[config.mk]
export PLATFORM = sky130hd
export DESIGN_NAME = instruction_fetch
export DESIGN_NICKNAME = d
export VERILOG_FILES = /design/src/rtl/instruction_fetch.sv
export SDC_FILE = /design/constraint.sdc
export NUM_CORES = 1
export LEC_CHECK = 0
export ABC_CLOCK_PERIOD_IN_PS = 5000
export CELL_PAD_IN_SITES_DETAIL_PLACEMENT = 0
export CELL_PAD_IN_SITES_GLOBAL_PLACEMENT = 1
export CORE_ASPECT_RATIO = 1.5
export CORE_MARGIN = 1.5
export CORE_UTILIZATION = 36
export DETAILED_ROUTE_END_ITERATION = 6
export PLACE_DENSITY_LB_ADDON = 0.1
export SLEW_MARGIN = 10
export SYNTH_ARGS = -nofsm -noshare
export SYNTH_HDL_FRONTEND = slang
export SYNTH_SLANG_ARGS = --single-unit
[constraint.sdc]
create_clock -name clk -period 5 [get_ports clk]
set_input_delay 1 -clock clk [delete_from_list [all_inputs] [get_ports clk]]
set_output_delay 1 -clock clk [all_outputs]
set_load 0.1 [all_outputs]
[src/rtl/instruction_fetch.sv]
// Fetch unit: holds the PC, issues one word read at a time and buffers
// returned {pc,instr} pairs for decode; redirects flush everything in flight.
module instruction_fetch #(
  parameter logic [31:0] RESET_PC   = 32'h0000_0000,
  parameter int          FIFO_DEPTH = 2
) (
  input  logic        clk,
  input  logic        rst_n,
  output logic        imem_req_valid,
  input  logic        imem_req_ready,
  output logic [31:0] imem_addr,
  input  logic        imem_rsp_valid,
  input  logic [31:0] imem_rdata,
  output logic        instr_valid,
  input  logic        instr_ready,
  output logic [31:0] instr_out,
  output logic [31:0] instr_pc,
  input  logic        redirect_valid,
  input  logic [31:0] redirect_pc
);

  localparam int AW = (FIFO_DEPTH > 1) ? $clog2(FIFO_DEPTH) : 1;
  localparam int CW = $clog2(FIFO_DEPTH + 1);
  localparam logic [CW-1:0] FULL_C = CW'(FIFO_DEPTH);
  localparam logic [AW-1:0] LAST_C = AW'(FIFO_DEPTH - 1);

  localparam logic [1:0] S_IDLE = 2'd0;
  localparam logic [1:0] S_WAIT = 2'd1;
  localparam logic [1:0] S_DROP = 2'd2;

  logic [1:0]    state;
  logic [31:0]   pc;
  logic [31:0]   tag;
  logic [31:0]   fifo_pc  [FIFO_DEPTH];
  logic [31:0]   fifo_ins [FIFO_DEPTH];
  logic [AW-1:0] rd_ptr;
  logic [AW-1:0] wr_ptr;
  logic [CW-1:0] count;

  logic accept;
  logic push;
  logic pop;

  function automatic logic [AW-1:0] nxt(input logic [AW-1:0] p);
    return (p == LAST_C) ? '0 : p + AW'(1);
  endfunction

  assign imem_req_valid = rst_n && (state == S_IDLE)
                       && (count != FULL_C) && !redirect_valid;
  assign imem_addr      = pc;
  assign accept         = imem_req_valid && imem_req_ready;
  assign push           = (state == S_WAIT) && imem_rsp_valid
                       && !redirect_valid;

  assign instr_valid = rst_n && (count != '0);
  assign pop         = instr_valid && instr_ready;
  assign instr_out   = instr_valid ? fifo_ins[rd_ptr] : 32'h0;
  assign instr_pc    = instr_valid ? fifo_pc[rd_ptr]  : 32'h0;

  always_ff @(posedge clk) begin
    if (!rst_n) begin
      state  <= S_IDLE;
      pc     <= RESET_PC;
      tag    <= 32'h0;
      rd_ptr <= '0;
      wr_ptr <= '0;
      count  <= '0;
    end else begin
      case (state)
        S_IDLE: if (accept) begin
          tag   <= pc;
          state <= S_WAIT;
        end
        S_WAIT: begin
          if (imem_rsp_valid)      state <= S_IDLE;
          else if (redirect_valid) state <= S_DROP;
        end
        S_DROP: if (imem_rsp_valid) state <= S_IDLE;
        default: state <= S_IDLE;
      endcase

      if (redirect_valid)
        pc <= redirect_pc & ~32'h3;
      else if (accept)
        pc <= pc + 32'd4;

      // a redirect drops both buffered entries and any same-cycle response
      if (redirect_valid) begin
        rd_ptr <= '0;
        wr_ptr <= '0;
        count  <= '0;
      end else begin
        if (push) wr_ptr <= nxt(wr_ptr);
        if (pop)  rd_ptr <= nxt(rd_ptr);
        count <= count + CW'(push) - CW'(pop);
      end
    end
  end

  always_ff @(posedge clk) begin
    if (push) begin
      fifo_pc[wr_ptr]  <= tag;
      fifo_ins[wr_ptr] <= imem_rdata;
    end
  end

endmodule

# == Yosys cells after proc, flatten, opt, wreduce, memory -nomap -nowiden ==
# Memory sizes are Yosys's and may differ from the RTL's. A register that Yosys moved wholly into a read port is not among the register bits.
# Cells that the tools add are included.
# totals
regBits,70
ramBits,128
in_bits,70
output_inout_bits,98
word_cells,53
n_memories,2
# classes
addsub,5
eq_ne,6
muxes,17
bitwise_logic,1
reduce_logical,15
# memory_table
name,depth,width,rd,rd_clocked_by_memory_dff,wr,line_no,source
fifo_ins,2,32,1,1,1,35,logic [31:0] fifo_ins [FIFO_DEPTH];
fifo_pc,2,32,1,1,1,34,logic [31:0] fifo_pc [FIFO_DEPTH];
# op_table
cell,count
$mux W32,4
$add A32 B3 Y32 const B,1
$logic_and A1 B1 Y1,8
$mux W1,8
$mux W2,4
$ne A2 B2 Y1 const B,3
$pmux W2 S3,1
$reduce_bool A2 Y1,2
$ne A3 B3 Y1 const B,1
$reduce_and A3 Y1,1
$add A1 B1 Y1 const B,2
$add A2 B1 Y2,1
$eq A2 B1 Y1 const B,1
$eq A2 B2 Y1 const B,1
$logic_not A2 Y1,1
$reduce_and A2 Y1,1
$reduce_or A2 Y1,1
$sub A2 B1 Y2,1
$logic_not A1 Y1,1
$not A1 Y1,1

# == Depth between registers and ports, before layout ==
# Gate-level depths: netlist of run 1.
# logic_depth
word_depth,7
depth_mapped,10
depth_no_buf,9

# == Worst setup path before layout of run 1 ==
# No wires, ideal clock.
# synth_timing
path_type,input to register
start,in redirect_valid
end,"mem fifo_ins[0][0], enable pin"
setup_ns,0.482
arrival_ns,4.291
required_time_ns,4.518
setup_slack_ns,0.226
cell_stages,4
n_path_buf,1
path_cell_list,buf_6 -> nor4b_1 -> inv_1 -> nor2_1
# synth_via
elab_chain_len,4
# synth_rtl
element,line_no,source
start: declaration,18,"input logic redirect_valid,"
$logic_not A1 Y1,53,&& !redirect_valid;
$logic_and A1 B1 Y1,53,
$mux W1,101,if (push) begin
$mux W1 (implied by the code),103,fifo_ins[wr_ptr] <= imem_rdata;
end: declaration,35,
# Every way passes these cells.

# == Worst setup path after layout of run 1 ==
# layout_timing
start,in rst_n
end,out instr_pc[18]
# layout_via
elab_chain_len,2
# layout_rtl
element,line_no,source
start: declaration,8,"input logic rst_n,"
$logic_and A1 B1 Y1,55,assign instr_valid = rst_n && (count != '0);
$mux W32,58,assign instr_pc = instr_valid ? fifo_pc[rd_ptr] : 32'h0;
end: declaration,17,"output logic [31:0] instr_pc,"
# Every way passes these cells.

==> impl_metrics.py, run 1 <==
metrics = {
    "detailed_routing": {
        "dr_wl_met2_um": 10200,
        "via_per_inst": 5.09,
        "wl_met3_um": 1040,
        "drt_pre_antenna_iters": 4,
        "avgRoutedWirePerCell_um": 17.7,
        "dr_total_vias": 5614,
        "routed.top_layer": "met4",
        "ant_nets": 0,
        "drcViolationCount": 0,
        "routed_wirelength_um": 19500,
        "drt-met1-wl_um": 8080,
        "drtIter0Drc": 309,
    },
    "yosys": {
        "avgSynthCellArea_um2": 11.8,
        "synth_seq_cells": 191,
        "async_flop_share": 0,
        "synth_cell_types": 52,
        "syn-cell-area_um2": 7850,
        "synth-seq-area-share": 0.645,
        "synth-edff-count": 124,
        "synth_cells": 667,
        "synth_flop_cell": "edfxtp_1",
        "yosysWarnings": 0,
    },
    "setup_path": {
        "crit_chain": "clkdlybuf4s50_1, buf_4, o21ai_4, buf_4, nor2_1, buf_4",
        "setup.worst_path.start": "rst_n",
        "crit_path_start_kind": "input pin",
        "regToRegStartpoint": "count[1]",
        "cp_common_cell": "buf_4",
        "rr_endpoint": "count[1]",
        "crit_buf_inv": 4,
        "arrival_ns": 2.77,
        "crit_path_end_kind": "primary output",
        "cpPeakStageDelay_ns": 0.45,
        "crit_fanout": 36,
        "ff2ff_setup_slack_ns": 2.48,
        "rr_worst_depth": 9,
        "required_ns": 4.00,
        "critPathTopFamily": "buffers and inverters",
        "critPathSlowestCell": "buf_4",
        "crit_type": "in -> out",
    },
    "timing": {
        "fmax_mhz": 265,
        "holdWs_ns": 0.452,
        "rsz0062_at_grt": "false",
        "hold_viol_final": 0,
        "setup_violations": 0,
        "worstMarginPinSlew_ns": 1.13,
        "relSlewSlack": 0.246,
        "fin_setup_tns_ns": 0,
        "finalWorstSetupSlack_ns": 1.23,
        "fin_skew_ns": 0.00888,
        "maxSlewViolCount": 0,
        "post-route-period-util": 0.753,
        "period_needed_ns": 3.77,
    },
    "power": {
        "leakage_nw": 3.46,
        "internal-power_w": 0.00243,
        "power.density_nw_per_um2": 322,
        "p_sw_frac": 0.252,
        "vdd_drop_max_mv": 0.210,
        "p_clk_frac": 0.372,
        "power_w": 0.00325,
        "p_switching_w": 0.000818,
        "p_seq_frac": 0.532,
        "pwr-share-comb": 0.096,
    },
    "finish": {
        "final_common_cell": "edfxtp_1",
        "fin_nets": 890,
        "diodes": 0,
        "final_util": 0.467,
        "syn_to_final_growth_pct": 28.3,
        "drive_gt1_frac": 0.148,
        "layout_common_cells": "124 x edfxtp_1, 97 x clkdlybuf4s50_1, 85 x nand2_1",
    },
    "grt": {
        "antenna_found_initial": 0,
        "grt_pass1_vias": 5689,
        "grt-ovfl-total": 0,
        "grt.total_usage": 0.175,
        "grt_max_degree": 63,
        "grt_pass1_wl_um": 30000,
    },
    "clock_tree": {
        "cts.sinks": 191,
        "clk_latency_ns": 0.43,
        "cts_tree": "done",
        "htree_levels": 4,
        "post_cts_buffers": 0,
        "cts_resized": 0,
        "postCtsHoldBufs": 0,
        "clock_path_buffers": 2,
        "cts_root_buffer": "clkbuf_16",
        "cts_buffers": 17,
        "path_clk_slew_ns": 0.07,
    },
    "flow_run": {
        "drv_cap": 0,
    },
    "placed_design": {
        "hpwl_um": 12800,
        "portBuffers": 161,
        "place_congestion": 0.808,
        "dp_slack_ns": 1.04,
    },
    "min_path": {
        "hold_path_end": "fifo_pc[1][12]",
        "hold_depth": 0,
        "hp-class": "reg -> reg",
        "hold_start": "tag[12]",
    },
    "floorplanning": {
        "fp.dieH_um": 184,
        "fp.dieArea_um2": 22700,
        "start_util": 0.364,
        "rows": 66,
        "ioPinCount": 168,
        "die_w_um": 124,
        "core-area_um2": 21600,
    },
    "status": {
        "outcome": "completed",
    },
}
==> worst max-delay path by stage <==
stage                          end  slack, ns  cells past startpoint
finish                instr_pc[18]       1.23                      6
global route          instr_pc[13]       1.08                      6
CTS                   instr_pc[18]       1.18                      6
detailed placement  fifo_pc[0][16]       1.04                      5
global placement    fifo_pc[0][17]       1.14                      5
floorplan           fifo_ins[0][0]       0.23                      4
==> routing by layer <==
metal / up-vias / track usage
met5: - / 0
met2: 155 / 0.311
li1: 2706 / -
met4: 0 / 0.0584
met3: 10 / 0.0440
met1: 2743 / 0.201
==> power groups by stage <==
| stage | combinational [W] | sequential [W] | clock (W) |
|---|---|---|---|
| 2_1_floorplan | 0.0000931 | 0.00186 | 0 |
| 3_3_place_gp | 0.000308 | 0.00176 | 0 |
| 3_5_place_dp | 0.000312 | 0.00176 | 0 |
| 4_1_cts | 0.000313 | 0.00173 | 0.00124 |
| 5_1_grt | 0.000327 | 0.00173 | 0.00131 |
| 6_report | 0.000312 | 0.00173 | 0.00121 |
==> final cells by class <==
cell class                      instances  area, um2
Sequential cell                       191       5070
Clock inverter                         13       91.3
Fill cell                            2049      11500
Inverter                               10       37.5
Timing Repair Buffer                  169       1520
Clock buffer                           19        433
Multi-Input combinational cell        428       2580
Tap cell                              272        340
==> sequential cells by signal, summed over array words and instances (netlist names), named ones only <==
name       cells
fifo_pc       60
fifo_ins      64
wr_ptr         1
count          2
state          2
tag           30
rd_ptr         1
imem_addr     30
==> cells in the mapped netlist, drive strengths merged, types with 6 or more instances <==
cell | number | area, um2
edfxtp | 124 | 3720
nand2 | 85 | 319
nor2 | 85 | 319
dfxtp | 67 | 1340
mux2i | 62 | 621
a21oi | 55 | 279
buf | 22 | 139
clkbuf | 19 | 71.3
o21ai | 18 | 90.1
nand3 | 13 | 70.1
nand4 | 12 | 87.6
and3 | 11 | 68.8
a31oi | 10 | 62.6
inv | 10 | 37.5
nor3 | 8 | 45.0
and2 | 6 | 37.5
nor4 | 6 | 52.6
xor2 | 6 | 52.6
==> logic make-up (layout without fill, tap and decap cells) <==
logic type / after synthesis / in the layout / share of synthesized area
fa+ha+maj: 3 / 3 / 0.00478
xor+xnor: 10 / 10 / 0.0112
buf+inv: 51 / 211 / 0.0315
mux: 67 / 67 / 0.0867
simple gates: 240 / 240 / 0.143
flops: 191 / 191 / 0.645
other cells: 1 / 4 / 0.000478
compound gates: 104 / 104 / 0.0771
==> stage by stage <==
| stage | instance area, um2 | instances |
|---|---|---|
| after floorplan | 7860 | 670 |
| after CTS | 10100 | 1102 |
| after global routing | 10100 | 1102 |
| final | 10100 | 1102 |
| after global placement | 9550 | 1070 |
| after detailed placement | 9550 | 1070 |
Note: power is estimated with default switching activity, not from simulation.
==> inputs of run 2 (changes only) <==
--- a/config.mk
+++ b/config.mk
@@ -5,12 +5,12 @@
 export SDC_FILE = /design/constraint.sdc
 export NUM_CORES = 1
 export LEC_CHECK = 0
-export ABC_CLOCK_PERIOD_IN_PS = 5000
+export ABC_CLOCK_PERIOD_IN_PS = 3500
 export CELL_PAD_IN_SITES_DETAIL_PLACEMENT = 0
 export CELL_PAD_IN_SITES_GLOBAL_PLACEMENT = 1
 export CORE_ASPECT_RATIO = 1.5
 export CORE_MARGIN = 1.5
-export CORE_UTILIZATION = 36
+export CORE_UTILIZATION = 40
 export DETAILED_ROUTE_END_ITERATION = 6
 export PLACE_DENSITY_LB_ADDON = 0.1
 export SLEW_MARGIN = 10
==> constraint.sdc (replaced) <==
create_clock -name clk -period 3.5 [get_ports clk]
set_input_delay 0.7 -clock clk [delete_from_list [all_inputs] [get_ports clk]]
set_output_delay 0.7 -clock clk [all_outputs]
set_load 0.1 [all_outputs]
==> impl_metrics.py, run 2 (synthesized netlist as in run 1, its figures left out) <==
metrics = {
    "status": {
        "outcome": "completed",
    },
    "finish": {
        "fillCellCount": 1615,
        "drive_gt1_frac": 0.189,
        "layout_common_cells": "124 x edfxtp_1, 85 x nand2_1, 84 x nor2_1",
        "largest_reg_flops": 64,
        "diodes": 0,
        "reg_top3": "fifo_ins: 64 flops, fifo_pc: 60 flops",
        "top_register": "fifo_ins",
        "stdcell_area_um2": 10900,
        "fin_nets": 898,
        "syn_to_final_growth_pct": 38.9,
        "final_common_cell": "edfxtp_1",
    },
    "setup_path": {
        "crit_fanout": 43,
        "crit_chain": "clkdlybuf4s50_1, o21ai_4, buf_12, nor2_1, buf_12",
        "ff2ff_setup_slack_ns": 1.18,
        "arrival_ns": 2.37,
        "cp_common_cell": "buf_12",
        "crit_path_end_kind": "primary output",
        "required_ns": 2.80,
        "crit_path_start_kind": "input pin",
        "crit_buf_inv": 3,
        "cpPeakStageDelay_ns": 0.66,
        "critPathTopFamily": "buffers and inverters",
        "crit_type": "in -> out",
        "critPathSlowestCell": "clkdlybuf4s50_1",
    },
    "clock_tree": {
        "path_clk_slew_ns": 0.06,
        "cts_root_buffer": "clkbuf_16",
        "clock_path_buffers": 2,
        "cts_resized": 0,
        "cts_buffers": 17,
        "htree_levels": 4,
        "clk_latency_ns": 0.42,
        "cts.sinks": 191,
        "cts_tree": "done",
        "post_cts_buffers": 0,
        "postCtsHoldBufs": 0,
    },
    "detailed_routing": {
        "drt_pre_antenna_iters": 5,
        "routed_wirelength_um": 17700,
        "drtIter0Drc": 324,
        "drcViolationCount": 0,
        "dr_total_vias": 5579,
        "via_per_inst": 5.10,
        "avgRoutedWirePerCell_um": 16.2,
        "ant_nets": 0,
    },
    "power": {
        "p_clk_frac": 0.386,
        "leakage_nw": 3.74,
        "internal-power_w": 0.00356,
        "p_seq_frac": 0.521,
        "p_switching_w": 0.00118,
        "p_sw_frac": 0.249,
        "pwr-share-comb": 0.093,
        "power.density_nw_per_um2": 434,
        "vdd_drop_max_mv": 0.282,
    },
    "flow_run": {
        "drv_cap": 0,
    },
    "floorplanning": {
        "ioPinCount": 168,
        "die_w_um": 117,
        "fp.dieH_um": 175,
        "start_util": 0.410,
        "rows": 62,
        "fp.dieArea_um2": 20500,
        "core-area_um2": 19200,
    },
    "grt": {
        "grt_pass1_vias": 5733,
        "grt-ovfl-total": 0,
        "grt.total_usage": 0.177,
        "grt_max_degree": 63,
        "antenna_found_initial": 0,
        "grt_pass1_wl_um": 28800,
    },
    "timing": {
        "finalWorstSetupSlack_ns": 0.433,
        "post-route-period-util": 0.876,
        "worstMarginPinSlew_ns": 1.06,
        "rsz0062_at_grt": "false",
        "fin_skew_ns": 0.0112,
        "relSlewSlack": 0.292,
        "fmax_mhz": 326,
        "maxSlewViolCount": 0,
        "fin_setup_tns_ns": 0,
        "setup_violations": 0,
        "hold_viol_final": 0,
        "period_needed_ns": 3.07,
    },
    "placed_design": {
        "place_congestion": 0.839,
        "hpwl_um": 12200,
        "portBuffers": 161,
        "dpl_cell_area_um2": 10400,
        "dp_slack_ns": 0.438,
    },
    "min_path": {
        "hp-class": "reg -> reg",
    },
}
[run 2: cell count changes in the layout (fill, tap and decap cells not counted), sizes merged]
cell / before / now
buf: 72 / 109
bufinv: 0 / 1
inv: 12 / 16
clkdlybuf4s50: 97 / 68
clkinv: 7 / 2
[run 2: power by group through the flow]
stage | Combinational, W | Clock, W | Sequential, W
after floorplan | 0.000133 | 0 | 0.00266
after global placement | 0.000434 | 0 | 0.00252
after detailed placement | 0.000440 | 0 | 0.00252
after CTS | 0.000441 | 0.00187 | 0.00247
after global routing | 0.000461 | 0.00196 | 0.00247
final | 0.000440 | 0.00183 | 0.00247
[run 2: layer usage]
layer / part of all wire / GRT usage / up-vias
met2: 0.51 / 0.314 / 202
met5: 0 / 0 / -
met3: 0.050 / 0.0343 / 25
met4: 0.019 / 0.0664 / 0
li1: - / - / 2726
met1: 0.42 / 0.214 / 2626
[run 2: final timing paths]
kind | cells after the start | startpoint | end
min | 0 | tag[7] | fifo_pc[0][7]
min reg2reg | 0 | tag[7] | fifo_pc[0][7]
max | 5 | rst_n | instr_pc[29]
max reg2reg | 9 | count[1] | count[1]
[run 2: stage by stage]
| stage | hold WS (ns) | utilization | std cells | total power (W) |
|---|---|---|---|---|
| floorplan | 0.425 | - | 670 | 0.00279 |
| global placement | 0.434 | 0.540 | 1062 | 0.00295 |
| detailed placement | 0.440 | 0.540 | 1062 | 0.00296 |
| CTS | 0.456 | 0.569 | 1094 | 0.00478 |
| global route | 0.476 | 0.569 | 1094 | 0.00489 |
| finish | 0.454 | 0.569 | 1094 | 0.00473 |
[run 2: area by class of cell]
cell class                 instances  area, um2  share of cell area
inverter                          10       37.5             0.00344
clock inverter                    13        125              0.0115
multi-input combinational        428       2580               0.236
tap                              256        320              0.0294
clock buffer                      19        433              0.0397
timing repair buffer             177       2350               0.215
sequential                       191       5070               0.465
[run 2: worst reg2reg max path, cell delays in order, from the launching register on]
cell and delay, ns:
dfxtp_1 0.36, o21ai_4 0.54, inv_1 0.20, and2_1 0.26, ha_1 0.31, inv_1 0.06
ha_1 0.14, xor2_1 0.17, xnor2_1 0.13, nor2_1 0.05
==> inputs of run 3 (changes only) <==
--- a/config.mk
+++ b/config.mk
@@ -10,8 +10,10 @@
 export CELL_PAD_IN_SITES_GLOBAL_PLACEMENT = 1
 export CORE_ASPECT_RATIO = 1.5
 export CORE_MARGIN = 1.5
-export CORE_UTILIZATION = 40
+export CORE_UTILIZATION = 41
+export CTS_BUF_LIST = sky130_fd_sc_hd__clkbuf_4
 export DETAILED_ROUTE_END_ITERATION = 6
+export HOLD_SLACK_MARGIN = 0.06
 export PLACE_DENSITY_LB_ADDON = 0.1
 export SLEW_MARGIN = 10
 export SYNTH_ARGS = -nofsm -noshare
==> impl_metrics.py, run 3 (synthesized netlist as in run 1, its figures left out) <==
metrics = {
    "grt": {
        "grt_pass1_wl_um": 27200,
        "grtUsageMet2": 0.313,
        "grt-ovfl-total": 0,
        "met3_usage": 0.0393,
        "grt_max_degree": 63,
        "antenna_found_initial": 1,
        "top_usage_layer": "met2",
        "grt.total_usage": 0.178,
        "grt_pass1_vias": 5446,
        "grtUsageMet1": 0.209,
    },
    "setup_path": {
        "rr_worst_depth": 9,
        "regToRegStartpoint": "count[1]",
        "cpPeakStageDelay_ns": 0.67,
        "critPathSlowestCell": "clkdlybuf4s50_1",
        "required_ns": 2.80,
        "ff2ff_setup_slack_ns": 1.16,
        "crit_path_start_kind": "input pin",
        "crit_fanout": 22,
        "crit_type": "in -> out",
        "crit_chain": "clkdlybuf4s50_1, o21ai_4, buf_4, nor2_1, buf_12",
        "arrival_ns": 2.32,
        "crit_path_end_kind": "primary output",
        "setup.worst_path.start": "rst_n",
        "rr_endpoint": "count[1]",
    },
    "clock_tree": {
        "cts.sinks": 191,
        "postCtsHoldBufs": 0,
        "cts_buffers": 17,
        "path_clk_slew_ns": 0.14,
        "post_cts_buffers": 0,
        "cts_resized": 0,
        "cts_tree": "done",
        "clock_path_buffers": 2,
        "htree_levels": 4,
        "clk_latency_ns": 0.58,
        "cts_root_buffer": "clkbuf_4",
    },
    "finish": {
        "syn_to_final_growth_pct": 35.0,
        "fin_nets": 899,
        "fillCellCount": 1610,
        "layout_common_cells": "124 x edfxtp_1, 85 x nand2_1, 84 x nor2_1",
        "top_register": "fifo_ins",
        "reg_top3": "fifo_ins: 64 flops, fifo_pc: 60 flops",
        "largest_reg_flops": 64,
        "final_util": 0.569,
        "final_common_cell": "edfxtp_1",
        "drive_gt1_frac": 0.191,
    },
    "timing": {
        "hold_viol_final": 0,
        "relSlewSlack": 0.340,
        "worstMarginPinSlew_ns": 0.982,
        "rsz0062_at_grt": "false",
        "maxSlewViolCount": 0,
        "setup_violations": 0,
        "period_needed_ns": 3.02,
        "post-route-period-util": 0.863,
        "fin_skew_ns": 0.0180,
        "fmax_mhz": 331,
        "holdWs_ns": 0.472,
        "fin_setup_tns_ns": 0,
    },
    "power": {
        "vdd_drop_max_mv": 0.179,
        "power.density_nw_per_um2": 373,
        "leakage_nw": 3.61,
        "power_w": 0.00395,
    },
    "floorplanning": {
        "fp.dieArea_um2": 20000,
        "rows": 61,
        "start_util": 0.422,
        "core-area_um2": 18600,
        "ioPinCount": 168,
        "die_w_um": 116,
        "fp.dieH_um": 172,
    },
    "status": {
        "outcome": "completed",
    },
    "min_path": {
        "hp-class": "reg -> reg",
        "hold_depth": 0,
        "hold_path_end": "fifo_pc[1][15]",
        "hold_start": "tag[15]",
    },
    "detailed_routing": {
        "routed_wirelength_um": 17600,
        "dr_total_vias": 5630,
        "via_per_inst": 5.16,
        "drtIter0Drc": 367,
        "drt_pre_antenna_iters": 5,
        "avgRoutedWirePerCell_um": 16.1,
        "ant_nets": 0,
        "drcViolationCount": 0,
    },
    "placed_design": {
        "hpwl_um": 12400,
        "place_congestion": 0.858,
        "portBuffers": 161,
    },
    "flow_run": {
        "drv_cap": 0,
    },
}
## run 3: layout make-up
class | instances | area [um2] | area share
sequential | 191 | 5070 | 0.478
inverter | 10 | 37.5 | 0.00354
clock inverter | 14 | 108 | 0.0102
antenna | 1 | 2.50 | 0.000236
tap | 252 | 315 | 0.0297
timing repair buffer | 178 | 2360 | 0.222
multi-input combinational | 428 | 2580 | 0.243
clock buffer | 18 | 135 | 0.0127
## run 3: power breakdown
part / leakage (nW) / switching [W] / total (W) / internal [W]
sequential: 1.71 / 0.0000491 / 0.00247 / 0.00242
clock: 0.127 / 0.000747 / 0.00105 / 0.000300
combinational: 1.77 / 0.000294 / 0.000438 / 0.000144
## run 3: per-stage QoR
step	cell area, um2	worst slack (ns)	cells
finish	10600	0.480	1092
detailed placement	10400	0.359	1059
global route	10600	0.335	1092
global placement	10400	0.375	1059
floorplan	7870	0.0535	670
CTS	10600	0.412	1091
## run 3: worst max path at each step
stage | end | slack [ns]
after floorplan | fifo_ins[0][0] | 0.05
after global placement | count[1] | 0.37
after detailed placement | count[1] | 0.36
after CTS | instr_pc[29] | 0.41
after global routing | instr_pc[23] | 0.33
final | instr_pc[17] | 0.48
## run 3: per-layer routing
layer  vias up  wire length [um]
li1       2731                 -
met4         0               438
met1      2660              7170
met2       205              8930
met5         -                 0
met3        34              1050
## run 3: critical path, delay by kind of cell
| kind | cells | cell delay, ns |
|---|---|---|
| AOI/OAI and AO/OA | 1 | 0.26 |
| and+or+nand+nor | 1 | 0.21 |
| buffers and inverters | 3 | 1.14 |
